===== src/rtl/mux_scan_sequencer.sv =====
`default_nettype none
// ============================================================================
// Module      : mux_scan_sequencer
// Description : Steps the x/y selects of a 4:1 mux through the enabled
//               channels, waits a programmable dwell, samples f_in and
//               hands each sample off over valid/ready.
//               Optional continuous mode: MUX_SCAN_CONT_EN.
// Revision    : 1.0 - initial release
// ============================================================================
module mux_scan_sequencer #(
    parameter int DWELL_W = 4
) (
    input  logic               clk,
    input  logic               rst_n,
    input  logic               start,
    input  logic [3:0]         ch_mask,
    input  logic [DWELL_W-1:0] dwell,
    input  logic               f_in,
    output logic               x,
    output logic               y,
    output logic               smp_data,
    output logic [1:0]         smp_ch,
    output logic               smp_valid,
    input  logic               smp_ready,
    output logic               busy,
    output logic               done
);

    localparam logic [DWELL_W-1:0] c_CNT_ONE = {{(DWELL_W-1){1'b0}}, 1'b1};

    typedef enum logic [1:0] {
        S_IDLE   = 2'd0,
        S_SETTLE = 2'd1,
        S_HOLD   = 2'd2
    } state_t;

    state_t             r_state, w_state_nxt;
    logic [3:0]         r_mask, w_mask_nxt;
    logic [DWELL_W-1:0] r_dwell, w_dwell_nxt;
    logic [DWELL_W-1:0] r_cnt, w_cnt_nxt;
    logic [1:0]         r_ch, w_ch_nxt;
    logic               r_smp_data, w_smp_data_nxt;
    logic [1:0]         r_smp_ch, w_smp_ch_nxt;
    logic               r_smp_valid, w_smp_valid_nxt;
    logic               r_busy, r_done, w_done_nxt;
    logic [3:0]         w_above;
    logic               w_wrap;

    function automatic logic [1:0] lowest(input logic [3:0] m);
        if (m[0])      return 2'd0;
        else if (m[1]) return 2'd1;
        else if (m[2]) return 2'd2;
        else           return 2'd3;
    endfunction

    // Enabled channels strictly above the current one.
    assign w_above = r_mask & (4'b1110 << r_ch);

`ifdef MUX_SCAN_CONT_EN
    assign w_wrap = start;
`else
    assign w_wrap = 1'b0;
`endif

    always_comb begin
        w_state_nxt     = r_state;
        w_mask_nxt      = r_mask;
        w_dwell_nxt     = r_dwell;
        w_cnt_nxt       = r_cnt;
        w_ch_nxt        = r_ch;
        w_smp_data_nxt  = r_smp_data;
        w_smp_ch_nxt    = r_smp_ch;
        w_smp_valid_nxt = r_smp_valid;
        w_done_nxt      = 1'b0;
        case (r_state)
            S_IDLE: begin
                if (start && (ch_mask != 4'd0)) begin
                    w_mask_nxt  = ch_mask;
                    w_dwell_nxt = dwell;
                    w_ch_nxt    = lowest(ch_mask);
                    w_cnt_nxt   = dwell;
                    w_state_nxt = S_SETTLE;
                end
            end
            S_SETTLE: begin
                if (r_cnt != '0) begin
                    w_cnt_nxt = r_cnt - c_CNT_ONE;
                end else begin
                    w_smp_data_nxt  = f_in;
                    w_smp_ch_nxt    = r_ch;
                    w_smp_valid_nxt = 1'b1;
                    w_state_nxt     = S_HOLD;
                end
            end
            S_HOLD: begin
                if (smp_ready) begin
                    w_smp_valid_nxt = 1'b0;
                    if (w_above != 4'd0) begin
                        w_ch_nxt    = lowest(w_above);
                        w_cnt_nxt   = r_dwell;
                        w_state_nxt = S_SETTLE;
                    end else begin
                        w_done_nxt = 1'b1;
                        if (w_wrap) begin
                            w_ch_nxt    = lowest(r_mask);
                            w_cnt_nxt   = r_dwell;
                            w_state_nxt = S_SETTLE;
                        end else begin
                            w_state_nxt = S_IDLE;
                        end
                    end
                end
            end
            default: w_state_nxt = S_IDLE;
        endcase
    end

    always_ff @(posedge clk or negedge rst_n) begin
        if (!rst_n) begin
            r_state     <= S_IDLE;
            r_mask      <= 4'd0;
            r_dwell     <= '0;
            r_cnt       <= '0;
            r_ch        <= 2'd0;
            r_smp_data  <= 1'b0;
            r_smp_ch    <= 2'd0;
            r_smp_valid <= 1'b0;
            r_busy      <= 1'b0;
            r_done      <= 1'b0;
        end else begin
            r_state     <= w_state_nxt;
            r_mask      <= w_mask_nxt;
            r_dwell     <= w_dwell_nxt;
            r_cnt       <= w_cnt_nxt;
            r_ch        <= w_ch_nxt;
            r_smp_data  <= w_smp_data_nxt;
            r_smp_ch    <= w_smp_ch_nxt;
            r_smp_valid <= w_smp_valid_nxt;
            r_busy      <= (w_state_nxt != S_IDLE);
            r_done      <= w_done_nxt;
        end
    end

    assign x         = r_ch[0];
    assign y         = r_ch[1];
    assign smp_data  = r_smp_data;
    assign smp_ch    = r_smp_ch;
    assign smp_valid = r_smp_valid;
    assign busy      = r_busy;
    assign done      = r_done;

endmodule
`default_nettype wire

===== config.mk =====
export PLATFORM = sky130hd
export DESIGN_NAME = mux_scan_sequencer
export DESIGN_NICKNAME = d
export VERILOG_FILES = /design/src/rtl/mux_scan_sequencer.sv
export SDC_FILE = /design/constraint.sdc
export NUM_CORES = 1
export LEC_CHECK = 0
export CORE_MARGIN = 10
export CORE_UTILIZATION = 46
export CTS_CLUSTER_DIAMETER = 100
export DETAILED_ROUTE_END_ITERATION = 10
export GPL_TIMING_DRIVEN = 0
export PLACE_DENSITY = 0.74
export SLEW_MARGIN = 10
export SYNTH_ARGS = -nofsm -noshare
export SYNTH_HDL_FRONTEND = slang
export SYNTH_SLANG_ARGS = --single-unit

===== constraint.sdc =====
create_clock -name clk -period 1.85 [get_ports clk]
set_input_delay 0.37 -clock clk [delete_from_list [all_inputs] [get_ports clk]]
set_output_delay 0.37 -clock clk [all_outputs]
set_load 0.03 [all_outputs]

# ---- Yosys cells after proc, flatten, opt, wreduce, memory -nomap -nowiden
# Index checks and enable logic that the tools add are counted.
dict set report word_totals {
  register_bits 22
}
dict set report op_classes {
  n_reduce_logical 14
  eq_ne 7
  n_addsub 1
  bitwise_logic 2
  muxes 26
  n_shift 1
}
# operator n
set op_table {}
lappend op_table {{$mux W2} 10}
lappend op_table {{$mux W4} 4}
lappend op_table {{$pmux W4 S3} 1}
lappend op_table {{$reduce_bool A4 Y1} 3}
lappend op_table {{$ne A2 B2 Y1 const B} 5}
lappend op_table {{$mux W1} 8}
lappend op_table {{$pmux W2 S3} 1}
lappend op_table {{$reduce_bool A2 Y1} 3}
lappend op_table {{$reduce_and A5 Y1} 1}
lappend op_table {{$and A4 B4 Y4} 1}
lappend op_table {{$pmux W2 S2} 1}
lappend op_table {{$reduce_and A2 Y1} 2}
lappend op_table {{$reduce_and A4 Y1} 1}
lappend op_table {{$shl A4 B2 Y4 const A} 1}
lappend op_table {{$sub A4 B1 Y4 const B} 1}
lappend op_table {{$reduce_and A3 Y1} 1}
lappend op_table {{$reduce_bool A3 Y1} 1}
lappend op_table {{$eq A2 B1 Y1 const B} 1}
lappend op_table {{$eq A2 B2 Y1 const B} 1}
lappend op_table {{$logic_not A2 Y1} 1}
lappend op_table {{$pmux W1 S2} 1}
lappend op_table {{$logic_and A1 B1 Y1} 1}
lappend op_table {{$not A1 Y1} 1}

# ---- Longest topological paths before layout
# Gate-level depths: netlist (run 1).
dict set report depth {
  depth_word 8
  ltp_mapped 8
  ltp_nobuf 7
}

# ---- Least setup slack after synthesis (run 1)
# Ideal clock, no wire load.
dict set report synth_timing {
  kind {register -> register}
  from {register r_cnt[0]}
  to {register r_cnt[2]}
  setup_ns 0.128
  arrival_time_ns 1.687
  path_stages_with_launch 9
  t_required_ns 1.722
  path_buffers 1
  slack_ns 0.035
  cell_sequence {dfrtp_1 inv_1 ha_1 nor3b_1 and2_1 clkbuf_1 nor3_1 o21a_2 mux2_1}
}
dict set report synth_between {
  elab_chain_cells 3
  elab_cells_between_ends 6
  cone_classes {add/sub: 1; eq/ne: 1; mux: 2; reduce/logical: 2}
}
# item line
set synth_rtl {}
lappend synth_rtl {{start: declaration} 40} ;# logic [DWELL_W-1:0] r_cnt, w_cnt_nxt;
lappend synth_rtl {{start signal: assignment} 134} ;# r_cnt <= w_cnt_nxt;
lappend synth_rtl {{$sub A4 B1 Y4 / $reduce_bool A4 Y1 (equally long branches)} {87, 86}}
lappend synth_rtl {{$mux W4 / $ne A2 B2 Y1 (equally long branches)} --}
lappend synth_rtl {{$pmux W4 S3 / $reduce_and A5 Y1 (equally long branches)} --}
# Parallel ways exist; a longest one is shown, timed or not. The select of a mux whose other input is x is not followed.
# A chain may end at the register's enable or synchronous reset.

# ---- Worst setup path in the final report (run 1)
dict set report layout_timing {
  from {input ch_mask[2]}
  to {register r_busy (netlist: busy)}
}
dict set report layout_between {
  elab_chain_cells 5
}
# item line
set layout_rtl {}
lappend layout_rtl {{start: declaration} 16} ;# input logic [3:0] ch_mask,
lappend layout_rtl {{$reduce_bool A4 Y1} 77} ;# if (start && (ch_mask != 4'd0)) begin
lappend layout_rtl {{$logic_and A1 B1 Y1} 77}
lappend layout_rtl {{$mux W2} 77}
lappend layout_rtl {{$pmux W2 S3} 75} ;# case (r_state)
lappend layout_rtl {{named net w_state_nxt[0]} 37} ;# state_t r_state, w_state_nxt;
lappend layout_rtl {{$reduce_bool A2 Y1} 139} ;# r_busy <= (w_state_nxt != S_IDLE);
lappend layout_rtl {{end signal: assignment} 139}
lappend layout_rtl {{end: declaration} 45} ;# logic r_busy, r_done, w_done_nxt;
# The timed path passes the listed nets, and every way through them passes these cells.

==> results of run 1 <==
## sequential cells by signal, summed over array words and instances, names as in the netlist
| name | count |
|---|---|
| r_cnt | 4 |
| r_dwell | 4 |
| r_mask | 3 |
| r_ch | 2 |
| r_state | 2 |
| smp_ch | 2 |
| busy | 1 |
| done | 1 |
| smp_data | 1 |
| smp_valid | 1 |
## logic make-up (layout without fill, tap and decap cells)
kind of cell | count (synthesis) | count (layout) | share of synthesized area
flip-flops | 21 | 21 | 0.449
AO/OA/AOI/OAI | 28 | 28 | 0.167
XOR/XNOR | 2 | 2 | 0.0150
buffers and inverters | 13 | 38 | 0.0481
adder cells (fa/ha/maj) | 7 | 7 | 0.0748
AND/OR/NAND/NOR | 23 | 23 | 0.105
multiplexers | 15 | 15 | 0.142
## power groups by stage
| stage | Sequential, mW | Clock (mW) | Combinational [mW] |
|---|---|---|---|
| after global placement | 0.850 | 0 | 1.35 |
| after floorplan | 0.956 | 0 | 0.901 |
| after CTS | 0.852 | 0.225 | 1.46 |
| after global routing | 0.889 | 0.246 | 1.65 |
| after detailed placement | 0.863 | 0 | 1.39 |
| final | 0.855 | 0.211 | 1.46 |
## stage by stage
stage | power, mW | util | instance area [µm²] | setup slack, ps
CTS | 2.53 | 0.594 | 1460 | 0.871
floorplan | 1.86 | - | 1170 | 35.4
finish | 2.53 | 0.599 | 1470 | 45.8
global placement | 2.20 | 0.574 | 1410 | -424
global route | 2.78 | 0.599 | 1470 | -0.0995
detailed placement | 2.25 | 0.574 | 1410 | -455
## layer usage
metal  vias to the layer above  GRT usage
li1                        438          -
met1                       408      0.114
met2                        12      0.170
met3                         2     0.0226
met4                         0     0.0351
met5                         -          0
## cells in the mapped netlist, drive strengths merged
master  count  area, µm²
inv         9       33.8
nand2b      1       6.26
dfrtp      21        526
and2        1       6.26
mux2       13        146
o21ai       7       35.0
xor2        2       17.5
o32ai       1       8.76
or4         1       11.3
nand2       5       18.8
buf         2       15.0
o221a       1       11.3
a31o        1       8.76
or3         1       6.26
ha          7       87.6
a41oi       1       8.76
or2         1       6.26
mux2i       2       20.0
a21boi      2       18.8
nor2        7       26.3
o211ai      3       22.5
a21oi       5       28.8
o21a        1       8.76
and3        1       11.3
o21bai      3       22.5
a31oi       1       6.26
a22oi       2       15.0
nor3b       1       7.51
clkbuf      2       7.51
nor3        2       10.0
nor2b       2       12.5
## cell type report
| class | count | area (µm²) | share of cell area |
|---|---|---|---|
| multi-input cells | 75 | 613 | 0.417 |
| flip-flops and latches | 21 | 527 | 0.358 |
| repair buffers | 22 | 211 | 0.144 |
| well taps | 30 | 37.5 | 0.0255 |
| inverters | 9 | 33.8 | 0.0230 |
| clock buffers | 4 | 26.3 | 0.0179 |
| plain buffers | 3 | 22.5 | 0.0153 |
## path summary, 6_finish.rpt
check,startpoint,to,slack [ps],cells after the start
setup / recovery,ch_mask[2],busy,50,7
hold / removal,ch_mask[3],r_mask[3],450,2
setup reg to reg,r_cnt[0],r_cnt[2],110,7
hold reg to reg,r_dwell[0],r_dwell[0],500,1
max in group asynchronous,rst_n,r_state[0],640,1
min in group asynchronous,rst_n,r_dwell[0],580,1
## cells in the final DEF, fill, tap and decap left out, types with 2 or more instances in the layout
cell type         n
nor2_1            7
nor2b_1           2
clkdlybuf4s50_1  17
mux2i_1           2
o21ai_0           6
buf_4             3
o21bai_1          3
dfrtp_1          20
mux2_1           10
mux2_2            3
a22oi_1           2
ha_1              7
xor2_1            2
inv_1             9
a21oi_2           2
o211ai_1          3
clkbuf_4          3
nand2_1           5
a21oi_1           3
dlygate4sd2_1     3
## timing repair
| item | 4_1_cts | 5_1_grt |
|---|---|---|
| pin swaps | 2 | 0 |
| resized for setup | 7 | 7 |
| endpoints found under the setup margin | 10 | 7 |
| buffers inserted | 2 | 0 |
==> results.json, run 1 <==
{
  "pwr-share-clk": 0.084,
  "wirelength_um": 2280,
  "synth_seq_cells": 21,
  "place_congestion": 0.821,
  "critPathKind": "input port to register",
  "synth-seq-area-share": 0.449,
  "grt_pass1_vias": 962,
  "synth_area_um2": 1170,
  "critPathRequiredTime_ps": 2040,
  "top_layer": "met4",
  "grt-ovfl-total": 0,
  "routed-via-count": 860,
  "slew_headroom": 0.383,
  "syn_area_per_cell_um2": 10.7,
  "crit_arrival_ps": 1990,
  "drtIter0Drc": 23,
  "intPower_mw": 1.49,
  "power_density_nw_per_um2": 1720,
  "io_buffers": 20,
  "grt_pass1_wl_um": 4200,
  "area_growth_pct": 25.6,
  "path_buf_inv": 2,
  "hold_viol_final": 0,
  "drive_above_1_share": 0.164,
  "io_pins": 21,
  "cts.path.max_buffers": 2,
  "fin_crit_sh": 0.975,
  "cp-end-kind": "register",
  "seq_power_share": 0.338,
  "crit_family": "simple AND/OR/NAND/NOR gates",
  "firstDrtPassIters": 4,
  "final_max_slew_viol_count": 0,
  "fill_cells": 216,
  "p_leak_nw": 0.646,
  "nets": 155,
  "clock_latency_ps": 290,
  "clk_pin_slew_ps": 100,
  "power_switching_share": 0.410,
  "synth_cell_types": 36,
  "finalSetupViolations": 0,
  "routed-wl-met3_um": 89,
  "clock_skew_ps": 6.69,
  "critPathLaunchType": "input port",
  "tns_ps": 0,
  "synthCells": 109,
  "core_um2": 2450,
  "wl_met2_um": 1160,
  "initial_core_util": 0.477,
  "drc": 0,
  "postCtsHoldBufs": 0,
  "dp_hpwl_um": 1800,
  "row_count": 18,
  "dieHeight_um": 70.5,
  "p_comb_frac": 0.578,
  "cts-root-buf": "clkbuf_4",
  "cts_tree": "yes",
  "slowest_stage": "or4_4",
  "hold_class": "input port to register",
  "maxCapViolations": 0,
  "worstPathMaxFanout": 8,
  "finalCriticalPeriod_ps": 1800,
  "crit_chain": "clkdlybuf4s50_1 -> or4_4 -> and3_4 -> buf_6 -> a21oi_2 -> a31oi_1 -> or2_1",
  "p_switching_mw": 1.04,
  "yosysWarnings": 0,
  "avgRoutedWirePerCell_um": 13.9,
  "h-tree-depth": 1,
  "grt_use_total": 0.0982,
  "grt_max_degree": 22,
  "peakVddDrop_mv": 0.959,
  "diodes": 0,
  "drtAntennaViolNets": 0,
  "hold_ws_ps": 454,
  "cts_buffers": 3,
  "antenna_found_initial": 0,
  "max_stage_delay_ps": 450,
  "stdcell_count": 164,
  "met1Wirelength_um": 1020,
  "place_inst": 159,
  "tightest_slew_ps": 922,
  "status": "completed",
  "clock_sinks": 21,
  "vias_per_cell": 5.24,
  "fp.dieArea_um2": 4960,
  "synth_fp_nets": 129,
  "fp.dieW_um": 70.5,
  "fmax_mhz": 554
}
Note: power is estimated with default switching activity, not from simulation.
==> run 2: changes to the inputs <==
--- a/config.mk
+++ b/config.mk
@@ -6,11 +6,10 @@
 export NUM_CORES = 1
 export LEC_CHECK = 0
 export CORE_MARGIN = 10
-export CORE_UTILIZATION = 46
+export CORE_UTILIZATION = 30
 export CTS_CLUSTER_DIAMETER = 100
 export DETAILED_ROUTE_END_ITERATION = 10
 export GPL_TIMING_DRIVEN = 0
-export PLACE_DENSITY = 0.74
 export SLEW_MARGIN = 10
 export SYNTH_ARGS = -nofsm -noshare
 export SYNTH_HDL_FRONTEND = slang
==> run 2 against run 1 <==
Net effect: fmax up 2.1%; worst setup slack better by 37 ps; critical path depth down 1; sequential share of layout area down 1.1 points; die area up 37%; power up 6.3%; routed wire length up 6.6%; register-to-register slack about the same; combinational power up 5%; first-iteration DRC count up 130%; critical path type unchanged.
==> results.json, run 2 (synthesized netlist as in run 1, its figures left out) <==
{
  "intPower_mw": 1.61,
  "setup_slack_ps": 82.9,
  "maxCapViolations": 0,
  "avgRoutedWirePerCell_um": 13.4,
  "diodes": 0,
  "status": "completed",
  "pwr-share-clk": 0.110,
  "layout_commonest_cell": "dfrtp_1",
  "placed_cell_area_um2": 1430,
  "fp.dieW_um": 82.5,
  "crit_arrival_ps": 1910,
  "finalSetupViolations": 0,
  "crit_chain": "dlygate4sd2_1 -> or4_4 -> a21boi_4 -> nor3_2 -> o21a_2 -> mux2_4",
  "power.total_mw": 2.69,
  "cts_tree": "yes",
  "fp.dieArea_um2": 6800,
  "cts.path.max_buffers": 2,
  "grt_pass1_vias": 908,
  "final_cell_mix": "dfrtp_1, clkdlybuf4s50_1, inv_1, mux2_1",
  "io_pins": 21,
  "wirelength_um": 2430,
  "crit_family": "simple AND/OR/NAND/NOR gates",
  "max_stage_delay_ps": 540,
  "hold_viol_final": 0,
  "core_um2": 3720,
  "drc": 0,
  "fin_area_um2": 1520,
  "grt_max_degree": 22,
  "p_switching_mw": 1.08,
  "peakVddDrop_mv": 0.941,
  "cp-end-kind": "register",
  "drive_above_1_share": 0.179,
  "dieHeight_um": 82.5,
  "critPathKind": "input port to register",
  "grt-ovfl-total": 0,
  "slowest_stage": "or4_4",
  "routed-via-count": 887,
  "worstPathMaxFanout": 4,
  "firstDrtPassIters": 4,
  "clk_pin_slew_ps": 70,
  "vias_per_cell": 4.87,
  "area_growth_pct": 29.5,
  "power_density_nw_per_um2": 1770,
  "clock_sinks": 21,
  "clock_latency_ps": 260,
  "fmax_mhz": 566,
  "finalCriticalPeriod_ps": 1770,
  "path_buf_inv": 1,
  "nets": 155,
  "p_leak_nw": 0.674,
  "place_congestion": 0.804,
  "cts_buffers": 3,
  "seq_power_share": 0.322,
  "clock_skew_ps": 0.989,
  "post-route-util": 0.408,
  "grt_pass1_wl_um": 4130,
  "antenna_found_initial": 0,
  "io_buffers": 20,
  "initial_core_util": 0.315,
  "cts-root-buf": "clkbuf_8",
  "final_max_slew_viol_count": 0,
  "r2r_slack_ps": 100,
  "largest_registers": "r_cnt (4), r_dwell (4), r_mask (3)",
  "p_comb_frac": 0.568,
  "slew_headroom": 0.385,
  "post-place-ws_ps": -470,
  "drtAntennaViolNets": 0,
  "dp_hpwl_um": 1830,
  "critPathRequiredTime_ps": 2000,
  "critPathLaunchType": "input port",
  "tightest_slew_ps": 919,
  "rsz0062_at_grt": "no",
  "h-tree-depth": 1,
  "hold_class": "input port to register",
  "fin_crit_sh": 0.955,
  "grt_use_total": 0.0772,
  "row_count": 22,
  "drtIter0Drc": 53,
  "power_switching_share": 0.402
}
run 2: per-layer routing:
metal	vias to the layer above	GRT usage	wire length, µm
li1	431	-	-
met1	433	0.0913	1180
met2	21	0.126	1080
met3	2	0.0238	142
met4	0	0.0340	34
met5	-	0	0
run 2: final timing paths:
path,start,to,cells after the start
worst min register to register,r_dwell[1],r_dwell[1],1
min in group asynchronous,rst_n,smp_ch[0],1
worst max register to register,r_cnt[0],r_cnt[3],7
max in group asynchronous,rst_n,r_state[0],1
worst min-delay path,ch_mask[2],r_mask[2],2
worst max-delay path,ch_mask[1],r_cnt[3],6
run 2: per-stage QoR:
| step | std cells | setup TNS (ps) | hold slack [ps] |
|---|---|---|---|
| finish | 182 | 0 | 414 |
| global route | 182 | 0 | 415 |
| CTS | 182 | 0 | 484 |
| detailed placement | 177 | -4810 | 475 |
| global placement | 177 | -4560 | 469 |
| floorplan | 109 | 0 | 74.4 |
run 2: cell type report:
class / count / area (µm²)
plain buffers: 2 / 11.3
fillers: 365 / 2200
clock buffers: 3 / 41.3
inverters: 9 / 33.8
repair buffers: 23 / 221
multi-input cells: 75 / 617
clock inverters: 1 / 5.00
flip-flops and latches: 21 / 527
well taps: 48 / 60.1
run 2: what timing repair did:
action,CTS,global route
hold buffers,0,0
endpoints found under the setup margin,17,7
pin swaps,3,1
buffers inserted,3,0
gates resized for setup,8,8
run 2: worst reg2reg max path: cells and delay by family, from the launching register on:
kind            cells  cell delay, ps
mux                 1             310
simple gates        3             490
buf+inv             1              80
fa+ha+maj           1             190
compound gates      1             210
flops               1             360
run 2: power by group through the flow:
stage	clock network, mW	registers, mW	logic (mW)
floorplan	0	0.956	0.901
global placement	0	0.854	1.38
detailed placement	0	0.868	1.39
CTS	0.312	0.857	1.52
global route	0.334	0.904	1.70
finish	0.296	0.866	1.53
==> run 3: changes to the inputs <==
--- a/config.mk
+++ b/config.mk
@@ -5,11 +5,12 @@
 export SDC_FILE = /design/constraint.sdc
 export NUM_CORES = 1
 export LEC_CHECK = 0
-export CORE_MARGIN = 10
+export CORE_MARGIN = 5
 export CORE_UTILIZATION = 30
 export CTS_CLUSTER_DIAMETER = 100
 export DETAILED_ROUTE_END_ITERATION = 10
 export GPL_TIMING_DRIVEN = 0
+export PLACE_DENSITY = 0.59
 export SLEW_MARGIN = 10
 export SYNTH_ARGS = -nofsm -noshare
 export SYNTH_HDL_FRONTEND = slang
==> run 3 against run 2 <==
Net effect: critical path depth unchanged; worst setup slack got worse by 8.8 ps; utilization increased by 1.6 points; clock power about the same; largest cell class unchanged; combinational power increased by 5%; global-route usage increased by 2.6 points; cell count increased by 2.7%; fmax decreased by 0.50%; via count increased by 0.68%.
==> results.json, run 3 (synthesized netlist as in run 1, its figures left out) <==
{
  "peakVddDrop_mv": 0.478,
  "hold_viol_final": 0,
  "fin_crit_sh": 0.960,
  "routed-via-count": 893,
  "drc": 0,
  "dieHeight_um": 72.5,
  "grt-ovfl-total": 0,
  "diodes": 0,
  "tightest_slew_ps": 899,
  "io_buffers": 20,
  "row_count": 22,
  "worstPathMaxFanout": 4,
  "dp_hpwl_um": 1810,
  "critPathLaunchType": "input port",
  "firstDrtPassIters": 4,
  "grt_pass1_wl_um": 4330,
  "core_um2": 3720,
  "clock_latency_ps": 260,
  "cts_tree": "yes",
  "hold_depth": 2,
  "place_inst": 177,
  "initial_core_util": 0.315,
  "rsz0062_at_grt": "no",
  "drtIter0Drc": 37,
  "fp.dieW_um": 72.5,
  "r2r_slack_ps": 100,
  "grt_max_degree": 22,
  "power_density_nw_per_um2": 1740,
  "clock_skew_ps": 2.98,
  "drtAntennaViolNets": 0,
  "p_leak_nw": 0.696,
  "avgRoutedWirePerCell_um": 13.4,
  "h-tree-depth": 1,
  "cp-end-kind": "register",
  "fp.dieArea_um2": 5250,
  "finalSetupViolations": 0,
  "clk_pin_slew_ps": 80,
  "status": "completed",
  "postCtsHoldBufs": 0,
  "cts-root-buf": "clkbuf_8",
  "hold_ws_ps": 409,
  "slew_headroom": 0.399,
  "grt_pass1_vias": 968,
  "wirelength_um": 2500,
  "tns_ps": 0,
  "stdcell_count": 187,
  "maxCapViolations": 0,
  "final_cell_mix": "dfrtp_1, clkdlybuf4s50_1, mux2_1, inv_1, nor2_1",
  "crit_arrival_ps": 1920,
  "fmax_mhz": 563,
  "drive_above_1_share": 0.209,
  "fill_cells": 368,
  "final_max_slew_viol_count": 0,
  "antenna_found_initial": 0,
  "io_pins": 21,
  "cts.path.max_buffers": 2,
  "layout_commonest_cell": "dfrtp_1",
  "largest_registers": "r_cnt (4), r_dwell (4), r_mask (3)",
  "critPathKind": "input port to register",
  "cts_buffers": 3,
  "r2r_cells": 7,
  "grt_use_total": 0.104,
  "nets": 160,
  "area_growth_pct": 34.7,
  "clock_sinks": 21,
  "finalCriticalPeriod_ps": 1780,
  "critPathRequiredTime_ps": 1990,
  "hold_class": "input port to register",
  "vias_per_cell": 4.78,
  "place_congestion": 0.830
}
==> run 3: changes by cell type in the layout (fill, tap and decap cells not counted) <==
cell	delta
a21oi_1	-1
buf_12	+2
buf_4	+2
ha_1	-1
mux2_1	+2
ha_2	+1
mux2_4	-2
a21oi_2	+1
clkbuf_4	+1
==> run 3: timing repair <==
item | CTS | global route
endpoints found under the setup margin | 17 | 7
setup buffers | 7 | 1
gates resized for setup | 9 | 6
pin swaps | 4 | 3
==> run 3: through the flow <==
stage	setup WS [ps]	total power, mW	util	instance area (µm²)
2_1_floorplan	35.4	1.86	-	1170
3_3_place_gp	-456	2.23	0.385	1430
3_5_place_dp	-473	2.27	0.385	1430
4_1_cts	21.4	2.74	0.419	1560
5_1_grt	2.20	2.99	0.425	1580
6_report	74.0	2.75	0.425	1580
==> run 3: area by class of cell <==
| class | count | area [µm²] | area share |
|---|---|---|---|
| multi-input cells | 75 | 616 | 0.390 |
| flip-flops and latches | 21 | 527 | 0.334 |
| repair buffers | 28 | 284 | 0.180 |
| well taps | 48 | 60.1 | 0.0381 |
| clock buffers | 3 | 41.3 | 0.0262 |
| inverters | 9 | 33.8 | 0.0214 |
| plain buffers | 2 | 11.3 | 0.00714 |
| clock inverters | 1 | 5.00 | 0.00317 |
==> run 3: path summary, 6_finish.rpt <==
check                      startpoint         end
max reg2reg                  r_cnt[0]    r_cnt[3]
max                        ch_mask[0]    r_cnt[3]
max in group asynchronous       rst_n  r_state[0]
min reg2reg                r_dwell[0]  r_dwell[0]
min                        ch_mask[2]   r_mask[2]
min in group asynchronous       rst_n  r_dwell[1]
==> run 3: worst max-delay path, cell delays in order <==
cell           delay, ps
dlygate4sd2_1        260
or4_4                560
a21boi_4             220
nor3_2                50
o21a_2               140
mux2_1               310
==> run 3: metal layers <==
metal | part of all wire | up-vias | GRT usage | routed length (µm)
met2 | 0.49 | 29 | 0.176 | 1220
li1 | - | 439 | - | -
met4 | 0.015 | 0 | 0.0430 | 38
met1 | 0.43 | 419 | 0.125 | 1070
met5 | 0 | - | 0 | 0
met3 | 0.066 | 6 | 0.0249 | 164
==> run 3: where the power goes <==
| group | internal [mW] | total (mW) | switching [mW] |
|---|---|---|---|
| Combinational | 0.810 | 1.60 | 0.788 |
| Sequential | 0.690 | 0.859 | 0.169 |
| Clock | 0.150 | 0.296 | 0.147 |
